==> src/rtl/pc_ifid_stage.sv <==
// -----------------------------------------------------------------------------
// pc_ifid_stage
//
// Fetch-side front end of a classic five-stage pipeline: the program counter
// register, its next-PC selection (sequential / branch / jump / hold), the
// IF/ID pipeline register, and two saturating event counters for hazard
// statistics.
//
// Ports
//   clk            system clock, all state updates on the rising edge
//   rst            asynchronous active-high reset
//   PCWrite        1 = PC may advance, 0 = hold PC (load-use stall)
//   IF_ID_Write    1 = IF/ID may load, 0 = hold IF/ID contents
//   IF_Flush       squash the instruction currently being fetched
//   Branch_Taken   redirect PC to Branch_Target
//   Branch_Target  branch destination byte address
//   Jump           redirect PC to Jump_Target (wins over Branch_Taken)
//   Jump_Target    jump destination byte address
//   Instr_In       instruction word read combinationally at address PC
//   PC             current fetch address (registered)
//   IF_ID_PC4      PC+4 of the instruction held in IF/ID
//   IF_ID_Instr    instruction held in IF/ID
//   IF_ID_Valid    1 = IF/ID holds a real instruction, 0 = bubble
//   Stall_Count    cycles with PCWrite=0, saturating at 0xFFFF
//   Flush_Count    IF/ID flushes applied, saturating at 0xFFFF
//
// Every output comes straight from a flop; there is no combinational path
// from any input to any output.
// -----------------------------------------------------------------------------
module pc_ifid_stage (
  input  logic        clk,
  input  logic        rst,
  input  logic        PCWrite,
  input  logic        IF_ID_Write,
  input  logic        IF_Flush,
  input  logic        Branch_Taken,
  input  logic [31:0] Branch_Target,
  input  logic        Jump,
  input  logic [31:0] Jump_Target,
  input  logic [31:0] Instr_In,
  output logic [31:0] PC,
  output logic [31:0] IF_ID_PC4,
  output logic [31:0] IF_ID_Instr,
  output logic        IF_ID_Valid,
  output logic [15:0] Stall_Count,
  output logic [15:0] Flush_Count
);

  // Source of the next fetch address, in priority order.
  typedef enum logic [1:0] {
    PC_HOLD   = 2'd0,
    PC_JUMP   = 2'd1,
    PC_BRANCH = 2'd2,
    PC_SEQ    = 2'd3
  } pc_sel_e;

  // Contents of the IF/ID pipeline register.
  typedef struct packed {
    logic [31:0] pc4;
    logic [31:0] instr;
    logic        valid;
  } if_id_t;

  localparam if_id_t IF_ID_BUBBLE = '{pc4: 32'h0, instr: 32'h0, valid: 1'b0};
  localparam logic [15:0] CNT_MAX = 16'hFFFF;

  logic [31:0] pc_q;
  logic [31:0] pc4;
  logic [31:0] pc_d;
  pc_sel_e     pc_sel;

  if_id_t      if_id_q;
  if_id_t      if_id_d;

  logic [15:0] stall_cnt_q;
  logic [15:0] flush_cnt_q;
  logic        stall_evt;
  logic        flush_evt;

  // 32-bit add wraps naturally: 0xFFFFFFFC + 4 = 0x00000000.
  assign pc4 = pc_q + 32'd4;

  // ---------------------------------------------------------------------------
  // Next-PC selection. A stall freezes the PC and silently drops any redirect
  // presented in the same cycle; the ID stage holds the branch/jump and
  // re-presents it once the stall clears. Targets are taken verbatim, with no
  // alignment masking.
  // ---------------------------------------------------------------------------
  always_comb begin
    // NOTE: every signal written in always_comb gets a default first so no
    // path through the block leaves it unassigned and infers a latch.
    pc_sel = PC_SEQ;
    pc_d   = pc4;

    if (!PCWrite)          pc_sel = PC_HOLD;
    else if (Jump)         pc_sel = PC_JUMP;
    else if (Branch_Taken) pc_sel = PC_BRANCH;

    case (pc_sel)
      PC_HOLD:   pc_d = pc_q;
      PC_JUMP:   pc_d = Jump_Target;
      PC_BRANCH: pc_d = Branch_Target;
      default:   pc_d = pc4;
    endcase
  end

  // ---------------------------------------------------------------------------
  // IF/ID next state. A held register is never squashed: IF_ID_Write=0 wins
  // over IF_Flush, so the instruction stalled in ID survives and the flush is
  // not counted. PCWrite and IF_ID_Write are deliberately independent.
  // ---------------------------------------------------------------------------
  always_comb begin
    if_id_d = if_id_q;
    if (IF_ID_Write) begin
      if (IF_Flush) begin
        if_id_d = IF_ID_BUBBLE;
      end else begin
        if_id_d.pc4   = pc4;
        if_id_d.instr = Instr_In;
        if_id_d.valid = 1'b1;
      end
    end
  end

  assign stall_evt = !PCWrite;
  assign flush_evt = IF_ID_Write && IF_Flush;

  // ---------------------------------------------------------------------------
  // State registers. Reset is asynchronous and overrides every input, so a
  // reset arriving mid-stall or mid-flush simply discards that operation.
  // ---------------------------------------------------------------------------
  always_ff @(posedge clk or posedge rst) begin
    // NOTE: sequential state uses non-blocking assignments so every flop
    // samples the pre-edge values, independent of statement order.
    if (rst) begin
      pc_q        <= 32'h0;
      if_id_q     <= IF_ID_BUBBLE;
      stall_cnt_q <= 16'h0;
      flush_cnt_q <= 16'h0;
    end else begin
      pc_q    <= pc_d;
      if_id_q <= if_id_d;
      if (stall_evt && (stall_cnt_q != CNT_MAX)) stall_cnt_q <= stall_cnt_q + 16'd1;
      if (flush_evt && (flush_cnt_q != CNT_MAX)) flush_cnt_q <= flush_cnt_q + 16'd1;
    end
  end

  assign PC          = pc_q;
  assign IF_ID_PC4   = if_id_q.pc4;
  assign IF_ID_Instr = if_id_q.instr;
  assign IF_ID_Valid = if_id_q.valid;
  assign Stall_Count = stall_cnt_q;
  assign Flush_Count = flush_cnt_q;

endmodule

==> config.mk <==
export PLATFORM = sky130hd
export DESIGN_NAME = pc_ifid_stage
export DESIGN_NICKNAME = d
export VERILOG_FILES = /design/src/rtl/pc_ifid_stage.sv
export SDC_FILE = /design/constraint.sdc
export NUM_CORES = 1
export LEC_CHECK = 0
export CAP_MARGIN = 40
export CORE_ASPECT_RATIO = 0.6
export CORE_MARGIN = 5
export CORE_UTILIZATION = 45
export DETAILED_ROUTE_END_ITERATION = 8
export PLACE_DENSITY_LB_ADDON = 0.25
export SLEW_MARGIN = 20
export SYNTH_ARGS = -nofsm -noshare
export SYNTH_HDL_FRONTEND = slang
export SYNTH_SLANG_ARGS = --single-unit
==> constraint.sdc <==
create_clock -name clk -period 12.5 [get_ports clk]
set_input_delay 2.5 -clock clk [delete_from_list [all_inputs] [get_ports clk]]
set_output_delay 2.5 -clock clk [all_outputs]
set_load 0.01 [all_outputs]
==> results.md, run 1 <==
- # hold bufs at CTS: 0
- GRT overflow: 0
- PwrDens: 145 mW/mm²
- Final Hold Viols: 0
- CP top delay family: simple AND/OR/NAND/NOR gates
- Die H: between 100 and 150 µm
- Fraction of layout cells with a size suffix above 1: 6.79%
- Initial antenna violation count: 1
- Die Area: 0.0174 mm²
- Post-CTS Resized: 0
- Fmax: 208 MHz
- Synth unique cells: 70
- Post-synth EDFFs: 0
- Max Slew Vio Count: 0
- Chip Width: 167 µm
- Arr. time, crit path: slightly above 5 ns
- Synth Area in XOR/XNOR: 4.73%
- Worst setup startpoint: Jump
- GRT busiest layer: met2
- Global-route wire length before repair: 36400 µm
- Row count: 34
- Reg-to-reg startpoint: PC[2]
- CP Max Fanout: 21
- Synth Area in Compound Gates: 22.9%
- IO Pins: 232
- Critical path class: in2reg
- Final Power: about 1.4 mW
- Via count: 6565
- Mapped Cells: 676
- Main combinational cell family by area after synthesis: compound AO/OA/AOI/OAI gates
- TritonCTS Buffers: 17
- Gpl congestion: 0.874
- Critical path, cell by cell: clkdlybuf4s50_1 -> nand2b_1 -> o221a_2 -> or4b_1 -> nand3_1
- Mapped cell area: 0.00667 mm²
- Stages on the worst setup path: 5
- CTS Sinks: 129
- Post-synthesis mux area share: 0.807%
- Crit start category: input port
- # port buffers: 231
- WL/cell: 21.3 µm
- Final WL: ~23000 µm
- Synth async-reset ratio: 100%
- Largest cells by area after synthesis: dfrtp_1, a22o_1, nand2_1
- GR Util All Layers: roughly 26%
- Unrepaired setup endpoints after global routing: false
- Post-route ant nets: 0
- Main flop type after synthesis: dfrtp_1
- Reg clk slew, reported paths: around 0.060 ns
- R2R setup slack: 9.55 ns
- Met2 Track Usage GR: 38.8%
- Syn-to-layout area delta: 47.3%
- WHS: 0.479 ns
- CP endpoint kind: flip-flop
- Hold depth: 1
- Post-Synth Adder-Cell Area: 0.563%
- Final setup TNS: 0 ns
- DRT iter0 DRCs: 537
- Max-cap viol count: 0
- Post-route clock period utilization: 38.5%
- Met3 usage: 7.03%
- Synth Area in Simple Gates: 18.4%
- Yosys warning count: 0
- Net count, final: 992
- Type of the worst min-delay path: reg2reg
- Final setup vio count: 0
- CTS Root Cell: clkbuf_16
- Max-slew headroom: about 40%
- Clk Latency, worst-skew pair: 0.42 ns
- R2R depth: 5
- Via-per-instance ratio: 5.98
- Mapped Nets: 782
- Drt first pass iters: 7
- # diodes: 0
- Buf/Inv on CP: 1
- Seq cells post-synth: 129
- Initial Util: between 40% and 50%
- Crit path to: PC[24]
- Worst Skew: 0.00832 ns
- Vias in the first global route: 6465
- Static leakage: approximately 4 nW
- HPWL Detailed: 16500 µm
- Yosys top cell area share: 48.4%
- Worst stage delay on the critical path: 0.97 ns
- DRC Markers: 0
- Clock buffer depth: 2
- Avg Inst Size Synth: 9.87 µm²
- Maximum vdd drop: 76.6 µV
- CP max-delay cell: clkdlybuf4s50_1
- CTS tree: built
- GR Util met1: 36.5%
- Setup Fix Bufs, Post-CTS: 0
- Tmin final: 4.82 ns
- RR Endpoint: PC[26]
- Largest net degree at the start of global routing: 82
- WP data required: 12.85 ns
- Post-synthesis sequential area ratio: 48.4%
- Total core area: roughly 0.015 mm²
- Worst Max-Slew Pin Slew: 0.905 ns
- H-tree Lvls: 4
- Status: completed
- Area leader, netlist: dfrtp_1
## cell families after synthesis
kind of cell | after synthesis
xor+xnor | 36
buf+inv | 72
fa+ha+maj | 3
compound gates | 201
flops | 129
simple gates | 230
mux | 5
## worst reg2reg max path, cell delays in order, from the launching register on
cell	delay (ns)
dfrtp_1	0.49
ha_1	0.24
nand3_1	0.37
or4_1	0.90
or3_1	0.49
o311a_1	0.36
## final cells by class
class                           count  area (µm²)
Clock inverter                     15         156
Timing Repair Buffer              246        2520
Fill cell                        1088        4680
Multi-Input combinational cell    475        3180
Clock buffer                       17         425
Inverter                           17        66.3
Sequential cell                   129        3230
Tap cell                          198         248
## sequential cells by signal, summed over array words and instances, names as in the netlist
| register | flops |
|---|---|
| IF_ID_Instr | 32 |
| IF_ID_PC4 | 32 |
| PC | 32 |
| Flush_Count | 16 |
| Stall_Count | 16 |
| IF_ID_Valid | 1 |
## cells in the mapped netlist, types with 3 or more instances
master and count:
ha_1 3, and4_1 6, a22oi_1 3, nor2b_1 5, and2_1 6, or4_1 4
nand2_1 50, a221oi_1 3, a22o_1 41, mux2_2 3, a211o_1 4, inv_1 15
o311a_1 9, nand3_1 26, nor4_1 12, xnor2_1 15, o31ai_1 6, or3_1 10
a21oi_1 21, o21a_1 3, dfrtp_1 129, a31oi_1 14, a211oi_1 13, a2111oi_0 4
o22ai_1 20, a2bb2oi_1 6, a21o_1 3, a221o_1 9, nor2_1 36, nor3_1 27
nand4_1 17, xor2_1 21, buf_1 8, o21ai_0 16, clkbuf_1 40, o2bb2ai_1 6
buf_2 4, and3_1 16
## cell usage in the layout (no fill, tap or decap), types with 4 or more instances in the layout
| cell type | synthesis | layout |
|---|---|---|
| a2111oi_0 | 4 | 4 |
| a2bb2oi_1 | 6 | 6 |
| nor2b_1 | 5 | 5 |
| inv_1 | 15 | 14 |
| buf_16 | 0 | 4 |
| nand2_1 | 50 | 50 |
| nor4_1 | 12 | 10 |
| or3_1 | 10 | 10 |
| a211o_1 | 4 | 4 |
| o311a_1 | 9 | 9 |
| xnor2_1 | 15 | 15 |
| a21oi_1 | 21 | 21 |
| a22o_1 | 41 | 41 |
| a211oi_1 | 13 | 13 |
| and2_1 | 6 | 6 |
| or4_1 | 4 | 4 |
| inv_6 | 0 | 4 |
| o2bb2ai_1 | 6 | 6 |
| nand4_1 | 17 | 17 |
| a221o_1 | 9 | 9 |
| clkbuf_16 | 0 | 17 |
| o21ai_0 | 16 | 16 |
| o31ai_1 | 6 | 6 |
| buf_4 | 1 | 9 |
| clkinv_2 | 0 | 4 |
| o22ai_1 | 20 | 20 |
| nand3_1 | 26 | 26 |
| nor2_1 | 36 | 35 |
| nor3_1 | 27 | 27 |
| clkdlybuf4s50_1 | 0 | 230 |
| xor2_1 | 21 | 21 |
| a31oi_1 | 14 | 14 |
| and4_1 | 6 | 6 |
| and3_1 | 16 | 16 |
| dfrtp_1 | 129 | 129 |
## routing by layer
metal	vias up	share of wire [%]	wire [µm]
met4	2	1.6	376
met5	-	0.047	11
met2	340	46	10700
met3	35	8.9	2090
li1	3000	-	-
met1	3188	44	10200
## power breakdown
| part | switching, mW | internal [mW] |
|---|---|---|
| Clock | 0.204 | 0.295 |
| Combinational | 0.160 | 0.202 |
| Sequential | 0.0829 | 0.477 |
| Total | 0.446 | 0.974 |
## through the flow
stage | setup slack [ns] | area (µm²) | cells | util [%]
floorplan | 6.56 | 6670 | 676 | -
global placement | 7.43 | 9100 | 1059 | 62.7
CTS | 7.80 | 9740 | 1094 | 67.1
detailed placement | 7.33 | 9160 | 1062 | 63.1
global route | 7.64 | 9820 | 1097 | 67.7
finish | 7.68 | 9820 | 1097 | 67.7
## worst min-delay path by stage
stage,from,to,slack [ns]
6_report,IF_ID_Valid,IF_ID_Valid,0.48
5_1_grt,IF_ID_Valid,IF_ID_Valid,0.52
4_1_cts,IF_ID_Valid,IF_ID_Valid,0.48
3_5_place_dp,IF_ID_Valid,IF_ID_Valid,0.47
3_3_place_gp,IF_ID_Valid,IF_ID_Valid,0.46
2_1_floorplan,IF_ID_PC4[11],IF_ID_PC4[11],0.52
No activity file was read; power rests on OpenSTA's default activity.
==> inputs of run 2 (changes only) <==
==> constraint.sdc (replaced) <==
create_clock -name clk -period 5.01 [get_ports clk]
set_input_delay 1.002 -clock clk [delete_from_list [all_inputs] [get_ports clk]]
set_output_delay 1.002 -clock clk [all_outputs]
set_load 0.01 [all_outputs]
==> results.md, run 2 (synthesis gave the netlist of run 1 again) <==
- DRC Markers: 0
- HP Start: IF_ID_PC4[11]
- Row count: 34
- DRT iter0 DRCs: between 600 and 700
- CP Max Fanout: 11
- Unrepaired setup endpoints after global routing: false
- CTS Sinks: 129
- CP endpoint kind: flip-flop
- Post-CTS Resized: 0
- Max Slew Vio Count: 0
- PwrDens: roughly 360 mW/mm²
- Total core area: roughly 0.015 mm²
- H-tree Lvls: 4
- CTS tree: built
- Clk Latency, worst-skew pair: 0.42 ns
- Status: completed
- # fillers: 1094
- Final Hold Viols: 0
- RR Endpoint: PC[26]
- Post-route clock period utilization: 60.8%
- Global-route wire length before repair: 37200 µm
- Multi-input logic area: between 0.003 and 0.004 mm²
- Vias in the first global route: 6611
- CTS Root Cell: clkbuf_16
- Reg clk slew, reported paths: 0.06 ns
- # hold bufs at CTS: 0
- Final WL: 23500 µm
- # port buffers: 231
- Type of the worst min-delay path: reg2reg
- # diodes: 0
- Static leakage: 4.01 nW
- Critical path, cell by cell: ha_1 -> nand3_1 -> or4_1 -> or3_1 -> o311a_1
- R2R setup slack: 1.96 ns
- Arr. time, crit path: 3.34 ns
- Syn-to-layout area delta: 46.6%
- TritonCTS Buffers: 17
- R2R depth: 5
- Initial Util: between 40% and 50%
- Crit start category: flip-flop
- Design area: 0.00978 mm²
- Worst stage delay on the critical path: 0.89 ns
- Drt first pass iters: 7
- Initial antenna violation count: 0
- Via-per-instance ratio: 6.11
- CP max-delay cell: or4_1
- Placed Area: a little over 0.009 mm²
- Maximum vdd drop: 238 µV
- Post-route ant nets: 0
- Die Area: 0.0174 mm²
- Reg-to-reg startpoint: PC[2]
- IO Pins: 232
- Worst Max-Slew Pin Slew: 0.754 ns
- Clock buffer depth: 2
- Critical path class: reg2reg
- WL/cell: 21.4 µm
- GRT overflow: 0
- HPWL Detailed: 16700 µm
- Chip Width: 167 µm
- Final Power: 3.49 mW
- Final setup TNS: 0 ns
- Max-cap viol count: 0
- Gpl congestion: approximately 0.84
- Worst Skew: between 0.009 and 0.01 ns
- Most frequent cells in the layout: clkdlybuf4s50_1, dfrtp_1, nand2_1
- Tmin final: 3.05 ns
- Die H: 104 µm
- Via count: 6710
- Max-slew headroom: 48.4%
- Hold depth: 2
- Setup Fix Bufs, Post-CTS: 0
- GR Util All Layers: 26.3%
- Final setup vio count: 0
- Largest net degree at the start of global routing: slightly above 60
- Commonest non-fill, non-tap cell in the layout: clkdlybuf4s50_1
- Fmax: between 300 and 400 MHz
- FF+latch area: 0.00323 mm²
- WP data required: 5.30 ns
- Fraction of layout cells with a size suffix above 1: 6.88%
- Hold EP: IF_ID_PC4[11]
- Net count, final: 994
## run 2: cell count changes in the layout (fill, tap and decap cells not counted)
cell        delta
buf_16         -3
buf_6          +2
clkinv_2       -3
buf_8          +2
bufinv_16      -1
inv_6          -1
clkbuf_1       +1
clkinv_4       +1
buf_2          +1
clkinvlp_4     +3
## run 2: worst max-delay path by stage
stage,start,end,slack (ns),cells after the start
6_report,PC[2],PC[26],1.96,5
5_1_grt,PC[2],PC[26],1.88,5
4_1_cts,Jump,PC[24],1.61,5
3_5_place_dp,Jump,PC[24],1.21,5
3_3_place_gp,Jump,PC[24],1.34,5
2_1_floorplan,rst,Flush_Count[0],0.57,1
## run 2: layer usage
metal | vias to the layer above | track usage, % | part of all wire [%]
met5 | - | 0 | 0
met4 | 0 | 7.12 | 1.8
met3 | 41 | 7.06 | 9.8
met2 | 368 | 41.3 | 45
met1 | 3287 | 36.1 | 43
li1 | 3014 | - | -
## run 2: metrics by stage
step                util, %  std cells  setup slack, ns  hold WS (ns)
floorplan                 -        676            0.567         0.518
global placement       62.7       1059             1.34         0.464
detailed placement     63.1       1063             1.21         0.469
CTS                    67.0       1095             1.61         0.483
global route           67.4       1099             1.88         0.502
finish                 67.4       1099             1.96         0.480
## run 2: area by class of cell
| cell class | count | share of cell area [%] |
|---|---|---|
| flip-flops and latches | 129 | 33.0 |
| repair buffers | 248 | 25.5 |
| clock buffers | 18 | 4.39 |
| clock inverters | 14 | 1.37 |
| inverters | 17 | 0.678 |
| multi-input cells | 475 | 32.5 |
| well taps | 198 | 2.53 |
## run 2: report_power, final
part           leakage, nW  internal [mW]  switching (mW)  total [mW]
registers             1.64           1.19           0.206        1.39
logic                 2.11          0.502           0.397       0.899
clock network        0.260          0.689           0.510        1.20
total                 4.01           2.38            1.11        3.49
## run 2: critical path: cells and delay by family (launching register included)
kind / cells / cell delay (ns)
AOI/OAI and AO/OA: 1 / 0.38
DFF: 1 / 0.50
and+or+nand+nor: 3 / 1.79
adders and majority gates: 1 / 0.26
==> inputs of run 3 (changes only) <==
--- a/config.mk
+++ b/config.mk
@@ -8,7 +8,7 @@
 export CAP_MARGIN = 40
 export CORE_ASPECT_RATIO = 0.6
 export CORE_MARGIN = 5
-export CORE_UTILIZATION = 45
+export CORE_UTILIZATION = 41
 export DETAILED_ROUTE_END_ITERATION = 8
 export PLACE_DENSITY_LB_ADDON = 0.25
 export SLEW_MARGIN = 20
==> constraint.sdc (replaced) <==
create_clock -name clk -period 2.8 [get_ports clk]
set_input_delay 0.56 -clock clk [delete_from_list [all_inputs] [get_ports clk]]
set_output_delay 0.56 -clock clk [all_outputs]
set_load 0.01 [all_outputs]
==> results.md, run 3 (synthesis gave the netlist of run 1 again) <==
- Via-per-instance ratio: between 5 and 6
- HP Start: IF_ID_Valid
- Status: completed
- CTS Root Cell: clkbuf_16
- Commonest non-fill, non-tap cell in the layout: clkdlybuf4s50_1
- # fillers: 1321
- Arr. time, crit path: 2.79 ns
- IO Pins: about 230
- Final core occ: 61.9%
- DRC Markers: 0
- R2R depth: 5
- RR Endpoint: PC[26]
- WP data required: 3.10 ns
- Initial Util: 41.5%
- Final setup vio count: 0
- CTS tree: built
- Final Hold Viols: 0
- Syn-to-layout area delta: 49.2%
- # port buffers: 231
- Final setup TNS: 0 ns
- DRT iter0 DRCs: 592
- Static leakage: roughly 4.1 nW
- Fmax: between 400 and 500 MHz
- Vias in the first global route: approximately 6500
- Net count, final: 1005
- PwrDens: around 650 mW/mm²
- Maximum vdd drop: about 500 µV
- Die H: 109 µm
- Critical path class: reg2reg
- Drt first pass iters: 5
- Chip Width: 175 µm
- GR Util All Layers: approximately 24%
- Largest net degree at the start of global routing: 63
- Initial antenna violation count: 0
- CTS Sinks: 129
- Unrepaired setup endpoints after global routing: false
- Design area: a little under 0.01 mm²
- TritonCTS Buffers: 17
- # hold bufs at CTS: 0
- Reg clk slew, reported paths: approximately 0.070 ns
- # diodes: 0
- Reg-to-reg startpoint: PC[3]
- WHS: 0.488 ns
- Hold EP: IF_ID_Valid
- Post-route clock period utilization: between 80 and 90%
- Max Slew Vio Count: 0
- CP Max Fanout: 11
- Total core area: between 0.015 and 0.02 mm²
- HPWL Detailed: 16500 µm
- Post-CTS Resized: 0
- Tmin final: 2.49 ns
- Global-route wire length before repair: approximately 36000 µm
- Clk Latency, worst-skew pair: 0.42 ns
- Via count: 6580
- Max-slew headroom: roughly 44%
- Post-route ant nets: 0
- Clock buffer depth: 2
- Worst Skew: 0.0155 ns
- Max-cap viol count: 0
- Type of the worst min-delay path: reg2reg
- R2R setup slack: 0.31 ns
- Fraction of layout cells with a size suffix above 1: 7.89%
- Hold depth: 1
- Row count: 36
- Placed Area: 0.00933 mm²
- Setup Fix Bufs, Post-CTS: 0
- Crit start category: flip-flop
- Final WL: 22800 µm
- WL/cell: 20.3 µm
- Die Area: 0.0190 mm²
- Worst setup startpoint: PC[3]
- Gpl congestion: 0.894
- Worst Max-Slew Pin Slew: 0.833 ns
- H-tree Lvls: 4
- GRT overflow: 0
- Most frequent cells in the layout: clkdlybuf4s50_1, dfrtp_1, nand2_1
- CP endpoint kind: flip-flop
## run 3: worst max-delay path: stages (launching register included)
cell and delay, ns:
dfrtp_1 0.43, ha_1 0.23, nand3_1 0.12, or4_1 0.76
or3_1 0.46, o311a_1 0.36
## run 3: area by class of cell
cell class                      count  area [µm²]  share of cell area (%)
Clock buffer                       19         443                    4.45
Sequential cell                   129        3230                    32.5
Timing Repair Buffer              259        2600                    26.1
Clock inverter                     13         174                    1.75
Tap cell                          209         262                    2.63
Multi-Input combinational cell    475        3170                    31.9
Inverter                           17        67.6                   0.679
## run 3: metrics by stage
stage                     power (mW)  setup slack (ns)  std cells
after floorplan                 3.17             0.629        676
after global placement          4.10             0.361       1088
after detailed placement        4.15             0.255       1089
after CTS                       6.52             0.325       1121
after global routing            6.78             0.188       1121
final                           6.47             0.305       1121
## run 3: worst max-delay path by stage
stage,end,slack [ns],cells past startpoint
2_1_floorplan,PC[22],0.63,7
3_3_place_gp,PC[25],0.36,5
3_5_place_dp,PC[25],0.26,5
4_1_cts,PC[26],0.33,5
5_1_grt,PC[26],0.19,5
6_report,PC[26],0.31,5
## run 3: metal layers
layer | up-vias | global-route usage (%) | wire length, µm | share of wire (%)
met5 | - | 0 | 0 | 0
met4 | 0 | 6.50 | 298 | 1.3
met3 | 26 | 7.24 | 1940 | 8.5
met2 | 312 | 35.4 | 10000 | 44
met1 | 3209 | 34.8 | 10500 | 46
li1 | 3033 | - | - | -
## run 3: power by group
group	switching, mW	total (mW)	leakage (nW)	internal [mW]
registers	0.361	2.49	1.64	2.13
logic	0.717	1.63	2.17	0.914
clock network	0.911	2.35	0.292	1.44
total	1.99	6.47	4.10	4.48
